### config.mk
export PLATFORM = sky130hd
export DESIGN_NAME = snake_engine
export DESIGN_NICKNAME = d
export VERILOG_FILES = /design/src/rtl/snake_engine.sv
export SDC_FILE = /design/constraint.sdc
export NUM_CORES = 1
export LEC_CHECK = 0
export BUFFER_PORTS_ARGS = -buffer_cell sky130_fd_sc_hd__clkbuf_2
export CAP_MARGIN = 20
export CORE_ASPECT_RATIO = 0.75
export CORE_MARGIN = 5
export CORE_UTILIZATION = 45
export DETAILED_ROUTE_END_ITERATION = 8
export GPL_TIMING_DRIVEN = 0
export MAX_ROUTING_LAYER = met4
export PLACE_DENSITY = 0.63
export SKIP_LAST_GASP = 1
export SLEW_MARGIN = 0
export SYNTH_ARGS = -nofsm -noshare
export SYNTH_HDL_FRONTEND = slang
export SYNTH_SLANG_ARGS = --single-unit
### constraint.sdc
create_clock -name VGA_clk -period 5.6 [get_ports VGA_clk]
set_clock_uncertainty 0.2 [all_clocks]
set_input_delay 1.12 -clock VGA_clk [delete_from_list [all_inputs] [get_ports VGA_clk]]
set_output_delay 1.12 -clock VGA_clk [all_outputs]
set_load 0.05 [all_outputs]
### src/rtl/snake_engine.sv
// snake_engine: grid-cell snake game core. Keeps the body as a shift register
// of cells, steps it on each tick, handles growth, walls or wrap and
// self-collision, and answers registered per-cell occupancy queries.
module snake_engine #(
    parameter int MAX_LEN  = 16,
    parameter int INIT_LEN = 3,
    parameter int GRID_W   = 64,
    parameter int GRID_H   = 48,
    parameter int WRAP     = 0,
    localparam int X_W     = $clog2(GRID_W),
    localparam int Y_W     = $clog2(GRID_H),
    localparam int LEN_W   = $clog2(MAX_LEN + 1)
) (
    input  logic             VGA_clk,
    input  logic             reset_n,
    input  logic             start,
    input  logic             tick,
    input  logic             dir_up,
    input  logic             dir_left,
    input  logic             dir_down,
    input  logic             dir_right,
    input  logic [X_W-1:0]   apple_x,
    input  logic [Y_W-1:0]   apple_y,
    input  logic [X_W-1:0]   q_x,
    input  logic [Y_W-1:0]   q_y,
    output logic             q_head,
    output logic             q_body,
    output logic [X_W-1:0]   head_x,
    output logic [Y_W-1:0]   head_y,
    output logic [LEN_W-1:0] length,
    output logic             ate,
    output logic             game_over,
    output logic             running
);

    typedef enum logic [1:0] {S_IDLE, S_RUN, S_OVER} state_t;
    // Opposite directions differ only in bit 1, so a reversal is heading ^ 2'b10.
    typedef enum logic [1:0] {D_UP = 2'd0, D_RIGHT = 2'd1, D_DOWN = 2'd2, D_LEFT = 2'd3} dir_t;

    state_t           state_q, state_d;
    dir_t             heading_q, heading_d;
    dir_t             pending_q, pending_d;
    logic [X_W-1:0]   seg_x_q [MAX_LEN];
    logic [X_W-1:0]   seg_x_d [MAX_LEN];
    logic [Y_W-1:0]   seg_y_q [MAX_LEN];
    logic [Y_W-1:0]   seg_y_d [MAX_LEN];
    logic [LEN_W-1:0] length_q, length_d;
    logic             ate_q, ate_d;
    logic             q_head_q, q_head_d;
    logic             q_body_q, q_body_d;

    logic             req_valid;
    dir_t             req_dir;
    dir_t             step_dir;
    logic [X_W-1:0]   nh_x;
    logic [Y_W-1:0]   nh_y;
    logic             wall_hit;
    logic             self_hit;
    logic             grow;
    logic [LEN_W-1:0] check_lim;

    assign head_x    = seg_x_q[0];
    assign head_y    = seg_y_q[0];
    assign length    = length_q;
    assign ate       = ate_q;
    assign q_head    = q_head_q;
    assign q_body    = q_body_q;
    assign game_over = (state_q == S_OVER);
    assign running   = (state_q == S_RUN);

    // Decode a one-hot direction request; anything else leaves pending alone.
    always_comb begin
        req_valid = $onehot({dir_up, dir_left, dir_down, dir_right});
        req_dir   = D_RIGHT;
        if (dir_up)        req_dir = D_UP;
        else if (dir_left) req_dir = D_LEFT;
        else if (dir_down) req_dir = D_DOWN;
    end

    // Next head cell, wall test (compare before increment) and collision test.
    always_comb begin
        step_dir = (pending_q == dir_t'(heading_q ^ 2'b10)) ? heading_q : pending_q;
        nh_x     = seg_x_q[0];
        nh_y     = seg_y_q[0];
        wall_hit = 1'b0;
        case (step_dir)
            D_UP: begin
                if (seg_y_q[0] == '0) begin
                    wall_hit = (WRAP == 0);
                    nh_y     = Y_W'(GRID_H - 1);
                end else nh_y = seg_y_q[0] - 1'b1;
            end
            D_DOWN: begin
                if (seg_y_q[0] == Y_W'(GRID_H - 1)) begin
                    wall_hit = (WRAP == 0);
                    nh_y     = '0;
                end else nh_y = seg_y_q[0] + 1'b1;
            end
            D_LEFT: begin
                if (seg_x_q[0] == '0) begin
                    wall_hit = (WRAP == 0);
                    nh_x     = X_W'(GRID_W - 1);
                end else nh_x = seg_x_q[0] - 1'b1;
            end
            default: begin
                if (seg_x_q[0] == X_W'(GRID_W - 1)) begin
                    wall_hit = (WRAP == 0);
                    nh_x     = '0;
                end else nh_x = seg_x_q[0] + 1'b1;
            end
        endcase
        grow = (nh_x == apple_x) && (nh_y == apple_y) && !wall_hit;
        // Without growth the tail cell is vacated this step, so it is excluded.
        check_lim = grow ? length_q : length_q - 1'b1;
        self_hit  = 1'b0;
        for (int k = 1; k < MAX_LEN; k++) begin
            if (LEN_W'(k) < check_lim && seg_x_q[k] == nh_x && seg_y_q[k] == nh_y)
                self_hit = 1'b1;
        end
    end

    // Occupancy query against the current body, registered one cycle later.
    always_comb begin
        q_head_d = (length_q != '0) && (seg_x_q[0] == q_x) && (seg_y_q[0] == q_y);
        q_body_d = 1'b0;
        for (int k = 1; k < MAX_LEN; k++) begin
            if (LEN_W'(k) < length_q && seg_x_q[k] == q_x && seg_y_q[k] == q_y)
                q_body_d = 1'b1;
        end
        // The head query wins so the two flags never assert together.
        if (q_head_d) q_body_d = 1'b0;
    end

    // Game state machine: start/stop, stepping, growth and death.
    always_comb begin
        state_d   = state_q;
        heading_d = heading_q;
        pending_d = pending_q;
        length_d  = length_q;
        ate_d     = 1'b0;
        seg_x_d   = seg_x_q;
        seg_y_d   = seg_y_q;
        if (state_q == S_RUN && req_valid) pending_d = req_dir;
        case (state_q)
            S_IDLE: begin
                if (start) begin
                    state_d   = S_RUN;
                    heading_d = D_RIGHT;
                    pending_d = D_RIGHT;
                    length_d  = LEN_W'(INIT_LEN);
                    for (int k = 0; k < MAX_LEN; k++) begin
                        if (k < INIT_LEN) begin
                            seg_x_d[k] = X_W'(GRID_W / 2 - k);
                            seg_y_d[k] = Y_W'(GRID_H / 2);
                        end
                    end
                end
            end
            S_RUN: begin
                if (!start) begin
                    state_d = S_IDLE;
                end else if (tick) begin
                    heading_d = step_dir;
                    if (wall_hit || self_hit) begin
                        state_d = S_OVER;
                    end else begin
                        for (int k = 1; k < MAX_LEN; k++) begin
                            seg_x_d[k] = seg_x_q[k-1];
                            seg_y_d[k] = seg_y_q[k-1];
                        end
                        seg_x_d[0] = nh_x;
                        seg_y_d[0] = nh_y;
                        if (grow) begin
                            ate_d = 1'b1;
                            if (length_q != LEN_W'(MAX_LEN)) length_d = length_q + 1'b1;
                        end
                    end
                end
            end
            default: begin
                if (!start) state_d = S_IDLE;
            end
        endcase
    end

    // State and body registers with asynchronous clear.
    always_ff @(posedge VGA_clk or negedge reset_n) begin
        if (!reset_n) begin
            state_q   <= S_IDLE;
            heading_q <= D_RIGHT;
            pending_q <= D_RIGHT;
            length_q  <= '0;
            ate_q     <= 1'b0;
            q_head_q  <= 1'b0;
            q_body_q  <= 1'b0;
            for (int k = 0; k < MAX_LEN; k++) begin
                seg_x_q[k] <= '0;
                seg_y_q[k] <= '0;
            end
        end else begin
            state_q   <= state_d;
            heading_q <= heading_d;
            pending_q <= pending_d;
            length_q  <= length_d;
            ate_q     <= ate_d;
            q_head_q  <= q_head_d;
            q_body_q  <= q_body_d;
            seg_x_q   <= seg_x_d;
            seg_y_q   <= seg_y_d;
        end
    end

endmodule

==> impl_metrics.yaml <==
synth:
  syn_avg_cell_area_sq_um: 10.6
  ys_seq_area_share_pct: 33.7
  ys_types: 96
  syn-cell-area_sq_um: 15300
  synthCells: 1442
  ys_warn_count: 0
  synth_edf_count: 0
  synth_nets: 1486
  synth-seq-cells: 206
  ys.flop_type: "dfrtp_1"
  synthArstFlopShare_pct: 100
floorplanning:
  die_h_microns: 170
  dieArea_sq_um: 37800
  core_area_sq_um: 33500
  io_pins: 54
  start_util_pct: 45.6
  die_x_microns: 223
  fp-row-count: 58
pwr:
  leakagePower_nw: 7.32
  power.internal_w: 0.00434
  power_frac_seq_pct: 31.7
  p_per_area_nw_per_um2: 447
  ir_drop_mv: 0.261
  combPwrFrac_pct: 48.3
  p_sw_w: 0.00338
  clockPowerShare_pct: 20.0
  switching_share_pct: 43.8
routing:
  route.detailed.drc: 0
  num_vias: 12378
  ant_nets: 0
  drt-initial-drc-count: 1667
  totalWireLength_microns: 57200
  first_pass_iters: 9
  vias_per_cell: 6.20
  wire_per_inst_microns: 28.7
worst_setup_path:
  endpoint: "head_y[4]"
  end_kind: "flop"
  path_class: "reg2reg"
  cp.required_ns: 5.84
  crit_start: "pending_q[0]"
  arrival_ns: 5.77
  rrSetupSlack_ns: 0.07
  cp_max_fo: 10
  rr_worst_depth: 20
  crit_path_start_kind: "flop"
  r2r-start: "pending_q[0]"
  r2r-end: "head_y[4]"
placement:
  place_congestion: 1.02
  preCtsSetupSlack_ns: -1.30
  dpl.hpwl_microns: 41500
  port_buffers: 41
layout:
  final_common_cell: "xnor2_1"
  syn_to_final_growth_pct: 12.9
  layout_common_cells: "230 x xnor2_1, 201 x dfrtp_1, 146 x xor2_1, 119 x mux2_4, 52 x nand4_1"
  nFillCells: 3044
  drive_gt1_share_pct: 24.2
  nets: 1573
clocking:
  cts_tree: "built"
  cts_root_buffer: "clkbuf_16"
  hold_buffers: 0
  clkTransAtPathRegs_ns: 0.07
  cts_made_buffers: 23
  clk_latency_ns: 0.55
  cts_buffer_depth: 3
  cts.sinks: 206
  htreeDepth: 1
sta:
  rsz0062_at_grt: "false"
  setup_viol: 0
  fin_crit_ns: 5.53
  fmax_ghz: 0.181
  tns_ns: 0
  finalWorstSetupSlack_ns: 0.0690
  fin_crit_sh_pct: 98.8
  maxSlewHeadroom_pct: 11.8
  whs_ns: 0.365
  finalHoldViolCount: 0
  final_max_slew_viol_count: 0
  worst_pin_slew_ns: 1.31
flow_run:
  maxCapViolCount: 0
min_path:
  hp-class: "reg2reg"
  whs_path_depth: 1
run_status:
  status: "completed"
global_route:
  grt_overflow: 0
  grt_max_degree: 113
  grt_use_total_pct: 30.3
  grt_pass1_vias: 11936
  antenna_found_initial: 3
  grt_pass1_wl_microns: 83100
[cells in the mapped netlist, drive strengths merged, types with 6 or more instances]
cell type / number / area share, %
mux2i: 24 / 1.7
nor4: 41 / 1.7
nor2: 40 / 0.98
clkbuf: 35 / 0.86
a31oi: 8 / 0.33
nand2b: 12 / 0.49
a22o: 18 / 1.0
nand3: 31 / 1.0
a211oi: 9 / 0.59
buf: 80 / 3.9
o21ai: 28 / 0.99
xnor2: 232 / 13
nand2: 50 / 1.3
nor3: 23 / 0.79
ha: 11 / 0.90
a21oi: 38 / 1.2
a2111oi: 8 / 0.47
o211ai: 8 / 0.43
dfrtp: 204 / 33
and2: 8 / 0.33
inv: 38 / 0.93
or4: 6 / 0.32
and3: 8 / 0.33
nor2b: 7 / 0.29
nand4: 52 / 2.1
mux2: 163 / 15
xor2: 147 / 8.5
o2111ai: 11 / 0.67
[metrics by stage]
step | utilization [%] | cells | power [W] | area [sq um]
after floorplan | - | 1442 | 0.00478 | 15300
after global placement | 47.9 | 1933 | 0.00585 | 16100
after detailed placement | 48.1 | 1937 | 0.00590 | 16100
after CTS | 50.8 | 1979 | 0.00751 | 17000
after global routing | 51.5 | 1995 | 0.00800 | 17300
final | 51.5 | 1995 | 0.00771 | 17300
[worst min-delay path by stage]
stage,from,end,slack (ns)
final,seg_x_q[79],seg_x_q[73],0.36
after floorplan,seg_x_q[84],seg_x_q[78],0.32
after global placement,seg_x_q[79],seg_x_q[73],0.34
after CTS,seg_x_q[79],seg_x_q[73],0.36
after global routing,seg_x_q[79],seg_x_q[73],0.39
after detailed placement,seg_x_q[79],seg_x_q[73],0.34
[timing repair]
action,CTS,global route
resized for setup,29,32
buffers inserted,4,11
pin swaps,2,8
endpoints found under the setup margin,200,197
[state kept, by name, summed over array words and instances, names as in the netlist]
register,cells
seg_x_q,90
state_q,2
q_head,1
pending_q,2
ate,1
head_x,6
head_y,6
q_body,1
heading_q,2
seg_y_q,90
length,5
[cell type report]
type	instances	area, sq um	share of cell area (%)
clock buffers	31	636	3.68
multi-input cells	1081	9440	54.7
inverters	40	150	0.869
clock inverters	7	109	0.630
repair buffers	62	412	2.38
diodes	3	7.51	0.0435
plain buffers	115	790	4.57
flip-flops and latches	206	5160	29.9
well taps	450	563	3.26
[routing by layer]
metal | wire, microns | GRT usage [%] | vias to the layer above
met5 | 0 | - | -
li1 | - | - | 5295
met4 | 2220 | 10.1 | 0
met3 | 7050 | 10.6 | 149
met1 | 25400 | 42.7 | 6214
met2 | 22600 | 40.5 | 720
[power by group through the flow]
stage / Combinational (W) / Clock, W / Sequential (W)
after global routing: 0.00391 / 0.00162 / 0.00247
after detailed placement: 0.00346 / 0 / 0.00244
final: 0.00373 / 0.00154 / 0.00244
after CTS: 0.00353 / 0.00156 / 0.00242
after global placement: 0.00341 / 0 / 0.00244
after floorplan: 0.00256 / 0 / 0.00221
[critical path, cell delays in order (launching register included)]
cell	delay, ns
dfstp_2	0.57
buf_2	0.27
buf_2	0.30
buf_2	0.28
buf_2	0.30
o22ai_1	0.13
a21oi_1	0.12
clkbuf_4	0.33
buf_4	0.36
xor2_1	0.19
nand4_1	0.11
nor3_1	0.18
nand4_1	0.35
a21oi_1	0.24
a32oi_1	0.13
and2_1	0.19
buf_4	0.16
a31oi_4	0.22
buf_6	0.22
buf_8	0.22
mux2i_4	0.34
[logic make-up after synthesis]
family / count (synthesis) / share of synthesized area [%]
compound gates: 201 / 9.95
xor+xnor: 381 / 22.1
fa+ha+maj: 12 / 1.03
buf+inv: 155 / 5.74
flops: 206 / 33.7
mux: 188 / 16.7
simple gates: 299 / 10.7
Note: power is estimated with default switching activity, not from simulation.
